## config.mk

```make
export PLATFORM = sky130hd
export DESIGN_NAME = datapath_ctrl
export DESIGN_NICKNAME = d
export VERILOG_FILES = /design/src/rtl/ctrl_pkg.sv /design/src/rtl/instr_dec.sv /design/src/rtl/datapath_ctrl.sv
export SDC_FILE = /design/constraint.sdc
export NUM_CORES = 1
export LEC_CHECK = 0
export CORE_ASPECT_RATIO = 0.7
export CORE_UTILIZATION = 44
export DETAILED_ROUTE_END_ITERATION = 8
export GPL_TIMING_DRIVEN = 0
export PLACE_DENSITY = 0.78
export SETUP_SLACK_MARGIN = 0.15
export SYNTH_ARGS = -nofsm -noshare
export SYNTH_HDL_FRONTEND = slang
export SYNTH_HIERARCHICAL = 1
export SYNTH_SLANG_ARGS = --single-unit
```

## constraint.sdc

```tcl
create_clock -name clk -period 2.05 [get_ports clk]
set_input_delay 0.3075 -clock clk [delete_from_list [all_inputs] [get_ports clk]]
set_output_delay 0.3075 -clock clk [all_outputs]
set_load 0.1 [all_outputs]
```

## src/rtl/ctrl_pkg.sv

```systemverilog
// Shared types and encodings for the RISC datapath controller.
// Holds the FSM state enum, instruction opcode/op codes and the datapath control codes.
package ctrl_pkg;

    localparam int CTRL_DW  = 16;
    localparam int CTRL_RNW = 3;

    typedef enum logic [2:0] {
        WAIT,
        DECODE,
        GET_A,
        GET_B,
        ALU,
        WRITE_REG,
        WRITE_IMM
    } state_t;

    // opcode = IR[15:13], op = IR[12:11]
    localparam logic [2:0] OPC_MOV = 3'b110;
    localparam logic [2:0] OPC_ALU = 3'b101;

    localparam logic [1:0] OP_MOV_IMM = 2'b10;
    localparam logic [1:0] OP_MOV_REG = 2'b00;
    localparam logic [1:0] OP_ADD     = 2'b00;
    localparam logic [1:0] OP_CMP     = 2'b01;
    localparam logic [1:0] OP_AND     = 2'b10;
    localparam logic [1:0] OP_MVN     = 2'b11;

    localparam logic [1:0] ALU_ADD  = 2'b00;
    localparam logic [1:0] ALU_SUB  = 2'b01;
    localparam logic [1:0] ALU_AND  = 2'b10;
    localparam logic [1:0] ALU_NOTB = 2'b11;

    localparam logic [1:0] SH_NONE = 2'b00;
    localparam logic [1:0] SH_LSL1 = 2'b01;
    localparam logic [1:0] SH_LSR1 = 2'b10;
    localparam logic [1:0] SH_ASR1 = 2'b11;

endpackage

```

## src/rtl/instr_dec.sv

```systemverilog
// Instruction field decoder: splits IR into register numbers, shift, sign-extended imm8 and a one-hot class.
// Purely combinational (0 cycles); no flow control.
module instr_dec
    import ctrl_pkg::*;
#(
    parameter int DW  = CTRL_DW,
    parameter int RNW = CTRL_RNW
) (
    input  logic [DW-1:0]  ir,
    output logic [RNW-1:0] rn,
    output logic [RNW-1:0] rd,
    output logic [RNW-1:0] rm,
    output logic [1:0]     sh,
    output logic [DW-1:0]  sximm8,
    output logic           movi,
    output logic           movr,
    output logic           add,
    output logic           cmp,
    output logic           and_op,
    output logic           mvn,
    output logic           illegal
);

    logic [2:0] opcode;
    logic [1:0] op;

    assign opcode = ir[15:13];
    assign op     = ir[12:11];
    assign rn     = ir[10:8];
    assign rd     = ir[7:5];
    assign sh     = ir[4:3];
    assign rm     = ir[2:0];
    assign sximm8 = {{(DW-8){ir[7]}}, ir[7:0]};

    assign movi   = (opcode == OPC_MOV) && (op == OP_MOV_IMM);
    assign movr   = (opcode == OPC_MOV) && (op == OP_MOV_REG);
    assign add    = (opcode == OPC_ALU) && (op == OP_ADD);
    assign cmp    = (opcode == OPC_ALU) && (op == OP_CMP);
    assign and_op = (opcode == OPC_ALU) && (op == OP_AND);
    assign mvn    = (opcode == OPC_ALU) && (op == OP_MVN);

    // Everything not matched above, including 110/01 and 110/11.
    assign illegal = ~(movi | movr | add | cmp | and_op | mvn);

endmodule

```

## src/rtl/datapath_ctrl.sv

```systemverilog
// Moore FSM sequencing the register/shifter/ALU datapath through one latched instruction.
// Latency from start accept to ready: MOV imm 3, MOV reg/MVN/CMP 5, ADD/AND 6, illegal 2 edges.
// Start is only sampled while ready (w=1); start/instr during a busy instruction are ignored.
module datapath_ctrl
    import ctrl_pkg::*;
#(
    parameter int DW  = CTRL_DW,
    parameter int RNW = CTRL_RNW
) (
    input  logic           clk,
    input  logic           reset_n,
    input  logic           s,
    input  logic [DW-1:0]  instr,
    output logic           w,
    output logic           err_illegal,
    output logic           vsel,
    output logic [RNW-1:0] writenum,
    output logic           write,
    output logic [RNW-1:0] readnum,
    output logic           loada,
    output logic           loadb,
    output logic [1:0]     shift,
    output logic           asel,
    output logic           bsel,
    output logic [1:0]     ALUop,
    output logic           loadc,
    output logic           loads,
    output logic [DW-1:0]  datapath_in
);

    state_t         state;
    state_t         state_nx;
    logic [DW-1:0]  ir;

    logic [RNW-1:0] rn;
    logic [RNW-1:0] rd;
    logic [RNW-1:0] rm;
    logic [1:0]     sh;
    logic [DW-1:0]  sximm8;
    logic           movi;
    logic           movr;
    logic           add;
    logic           cmp;
    logic           and_op;
    logic           mvn;
    logic           illegal;

    instr_dec #(
        .DW  (DW),
        .RNW (RNW)
    ) u_dec (
        .ir      (ir),
        .rn      (rn),
        .rd      (rd),
        .rm      (rm),
        .sh      (sh),
        .sximm8  (sximm8),
        .movi    (movi),
        .movr    (movr),
        .add     (add),
        .cmp     (cmp),
        .and_op  (and_op),
        .mvn     (mvn),
        .illegal (illegal)
    );

    always_ff @(posedge clk or negedge reset_n) begin
        if (!reset_n) begin
            state <= WAIT;
        end else begin
            state <= state_nx;
        end
    end

    // IR only opens in WAIT, so instr wiggling while busy never reaches the decoder.
    always_ff @(posedge clk or negedge reset_n) begin
        if (!reset_n) begin
            ir <= '0;
        end else if ((state == WAIT) && s) begin
            ir <= instr;
        end
    end

    always_comb begin
        state_nx    = state;
        w           = 1'b0;
        err_illegal = 1'b0;
        vsel        = 1'b0;
        writenum    = '0;
        write       = 1'b0;
        readnum     = '0;
        loada       = 1'b0;
        loadb       = 1'b0;
        shift       = SH_NONE;
        asel        = 1'b0;
        bsel        = 1'b0;
        ALUop       = ALU_ADD;
        loadc       = 1'b0;
        loads       = 1'b0;
        datapath_in = '0;

        case (state)
            WAIT: begin
                w = 1'b1;
                if (s) begin
                    state_nx = DECODE;
                end
            end

            DECODE: begin
                if (movi) begin
                    state_nx = WRITE_IMM;
                end else if (movr || mvn) begin
                    state_nx = GET_B;
                end else if (add || cmp || and_op) begin
                    state_nx = GET_A;
                end else begin
                    err_illegal = illegal;
                    state_nx    = WAIT;
                end
            end

            GET_A: begin
                readnum  = rn;
                loada    = 1'b1;
                state_nx = GET_B;
            end

            GET_B: begin
                readnum  = rm;
                loadb    = 1'b1;
                state_nx = ALU;
            end

            ALU: begin
                shift = sh;
                if (cmp) begin
                    // Compare only updates status; C and the register file stay untouched.
                    ALUop    = ALU_SUB;
                    loads    = 1'b1;
                    state_nx = WAIT;
                end else begin
                    loadc    = 1'b1;
                    state_nx = WRITE_REG;
                    if (movr) begin
                        asel  = 1'b1;
                        ALUop = ALU_ADD;
                    end else if (mvn) begin
                        asel  = 1'b1;
                        ALUop = ALU_NOTB;
                    end else if (and_op) begin
                        ALUop = ALU_AND;
                    end else begin
                        ALUop = ALU_ADD;
                    end
                end
            end

            WRITE_REG: begin
                vsel     = 1'b0;
                writenum = rd;
                write    = 1'b1;
                state_nx = WAIT;
            end

            WRITE_IMM: begin
                vsel        = 1'b1;
                writenum    = rn;
                datapath_in = sximm8;
                write       = 1'b1;
                state_nx    = WAIT;
            end

            default: begin
                state_nx = WAIT;
            end
        endcase
    end

endmodule

```

==> metrics.csv <==
metric,value,unit
status,"finished, violations left",
violations,negative setup slack,
vias,1326,
via_per_inst,5.33,
cts.sinks,19,
cts.htree.levels,1,
path_max_fanout,5,
setup_viol,2,
post-route-period-util,107,%
critical_path_required,1.74,ns
clock_latency,0.26,ns
fillers,146,
cts-root-buf,clkbuf_8,
hold_viol,0,
cts_tree,built,
grt_pass1_vias,1264,
drt_iter0_drc,67,
seqCellArea,478,um2
holdWs,0.532,ns
syn_nets,163,
ys_seq_elements,19,
antenna_found_initial,0,
hold_buffers,0,
fp.dieH,49.5,um
port_buffers,53,
drc,0,
io_pins,55,
setup_tns,-0.211,ns
routed_wl,3.90,mm
synth_fa_ha_area_share,0,%
row_count,16,
worstSetupPathType,flip-flop to output port,
worst_pin_slew,0.866,ns
grt-ovfl-total,0,
grtUsageTotal,22.2,%
synth-compound-area-share,7.24,%
finalNonFillerCells,249,
areaGrowthSynthToFinish,76.6,%
finalMaxSlewViolations,0,
yosys_warnings,6,
coreArea,0.00292,mm2
vdd_drop_max,0.875,mV
slew_headroom,42.1,%
synth_xor_area_share,0,%
worstPathArrival,1.89,ns
syn-cell-area,0.00142,mm2
ant_nets,0,
wl_per_cell,15.6,um
synth-simple-area-share,22.5,%
cts_buffers,3,
synth_top_family_by_area,simple AND/OR/NAND/NOR gates,
postSynthCellCount,144,
yosysSeqAreaShare,33.5,%
p_leak,0.00118,uW
placedCellCount,233,
rsz0062_at_grt,true,
totalPowerFinal,3780,uW
n_antenna_cell,0,
grt_max_degree,20,
synth.distinct_cells,32,
fin_ws,-0.144,ns
fin_nets,233,
post-route-min-period,2.19,ns
hold_path_class,flip-flop to flip-flop,
fin_util,85.7,%
cts.path.max_buffers,2,
drv_cap,0,
syn_avg_cell_area,9.84,um2
fp.dieW,69.8,um
gp_congestion,0.776,
cp-end-kind,output port,
multi_input_area,821,um2
crit_chain,nand3b_1 -> nor2_1 -> nor4_1 -> nand2_1 -> nor4_4 -> buf_6,
fin_skew,0.00970,ns
r2r_setup_slack,0.33,ns
grt_pass1_wl,5.97,mm
path_clk_slew,0.08,ns
cp_slowest_stage_delay,0.44,ns
drtPass1Iterations,4,
muxShareOfSynthArea,15.4,%
die_area,0.00346,mm2
initial_core_util,48.5,%
startpoint_type,flip-flop,
drive_gt1_share,71.4,%
critical-path-slowest-cell,dfrtp_1,
dp_hpwl,2.58,mm
p_per_area,1510,mW/mm2
clock.fmax,456,MHz
-- cell families (layout without fill, tap and decap cells) --
family                 after synthesis  after routing
and+or+nand+nor                     54             54
other                                1              1
muxes                               16             16
buffers and inverters               41            110
AOI/OAI and AO/OA                   13             13
DFF                                 19             19
-- worst max-delay path, delay by kind of cell (launching register included) --
family	cells	cell delay, ns
simple gates	5	0.92
buf+inv	1	0.26
flops	1	0.44
-- area by class of cell --
class	instances	area share, %
repair buffers	65	31.6
plain buffers	37	12.2
inverters	4	0.600
multi-input cells	84	32.8
flip-flops and latches	19	19.1
clock buffers	3	1.65
clock inverters	1	0.200
well taps	36	1.80
-- cells in the final DEF, fill, tap and decap left out, types with 4 or more instances in the layout --
| cell type | instances |
|---|---|
| and2_4 | 4 |
| and3_2 | 16 |
| buf_12 | 15 |
| buf_4 | 44 |
| buf_6 | 13 |
| buf_8 | 8 |
| clkdlybuf4s50_1 | 18 |
| dfrtp_1 | 17 |
| mux2_2 | 6 |
| mux2_4 | 10 |
| nand2_1 | 4 |
| nor2_1 | 4 |
-- worst paths after layout --
kind | start | endpoint | cells past startpoint
max in group asynchronous | reset_n | state[2] | 1
hold reg to reg | ir[9] | ir[9] | 1
setup / recovery | ir[15] | err_illegal | 6
setup reg to reg | ir[11] | state[0] | 5
min in group asynchronous | reset_n | ir[13] | 1
hold / removal | ir[9] | ir[9] | 1
-- flip-flops by register name, indices dropped and copies added (netlist names) --
register,cells
state,3
ir,16
-- through the flow --
| stage | worst slack [ns] | instance area (um2) |
|---|---|---|
| floorplan | -0.185 | 1530 |
| global placement | -0.652 | 2100 |
| detailed placement | -0.725 | 2100 |
| CTS | -0.0105 | 2310 |
| global route | -0.184 | 2500 |
| finish | -0.144 | 2500 |
-- what timing repair did --
| action | in CTS | in global routing |
|---|---|---|
| endpoints found under the setup margin | 35 | 31 |
| buffers inserted | 4 | 8 |
| hold endpoints to repair | 0 | 0 |
| gates resized for setup | 268 | 34 |
| pin swaps | 4 | 4 |
-- routing by layer --
metal | wire length, um | track usage, % | vias up | part of all wire, %
met3 | 243 | 5.32 | 8 | 6.2
met2 | 2000 | 39.1 | 63 | 51
met1 | 1590 | 28.4 | 647 | 41
met4 | 62 | 3.33 | 0 | 1.6
li1 | - | - | 608 | -
met5 | 0 | 0 | - | 0
-- power by group --
part / switching, uW / leakage, uW / internal (uW) / total (uW)
combinational: 1460 / 0.000932 / 1290 / 2750
sequential: 195 / 0.000225 / 569 / 764
clock: 132 / 0.0000255 / 135 / 267
total: 1780 / 0.00118 / 2000 / 3780
-- Yosys cell counts --
| cell type | instances | area, um2 |
|---|---|---|
| and3_1 | 17 | 106 |
| buf_6 | 1 | 11.3 |
| nor2b_1 | 2 | 12.5 |
| and2_4 | 1 | 8.76 |
| o21ai_0 | 1 | 5.00 |
| and2b_1 | 1 | 7.51 |
| buf_12 | 1 | 20.0 |
| a31o_2 | 1 | 8.76 |
| buf_8 | 1 | 15.0 |
| nand2_1 | 4 | 15.0 |
| mux2_2 | 6 | 67.6 |
| nand2b_1 | 4 | 25.0 |
| buf_4 | 29 | 218 |
| conb_1 | 1 | 3.75 |
| dfrtp_1 | 19 | 475 |
| o22a_1 | 1 | 8.76 |
| nand3b_1 | 1 | 7.51 |
| o31a_1 | 1 | 8.76 |
| a22o_1 | 3 | 26.3 |
| clkbuf_1 | 4 | 15.0 |
| nor3_4 | 1 | 16.3 |
| mux2_4 | 10 | 150 |
| nor3_1 | 6 | 30.0 |
| inv_1 | 4 | 15.0 |
| o21a_1 | 2 | 15.0 |
| o31ai_1 | 1 | 7.51 |
| buf_2 | 1 | 5.00 |
| nor3b_2 | 1 | 12.5 |
| nor4_1 | 2 | 12.5 |
| and2_1 | 5 | 31.3 |
| a22oi_1 | 3 | 22.5 |
| nor2_1 | 9 | 33.8 |
Power figures use the tool's default switching activity.
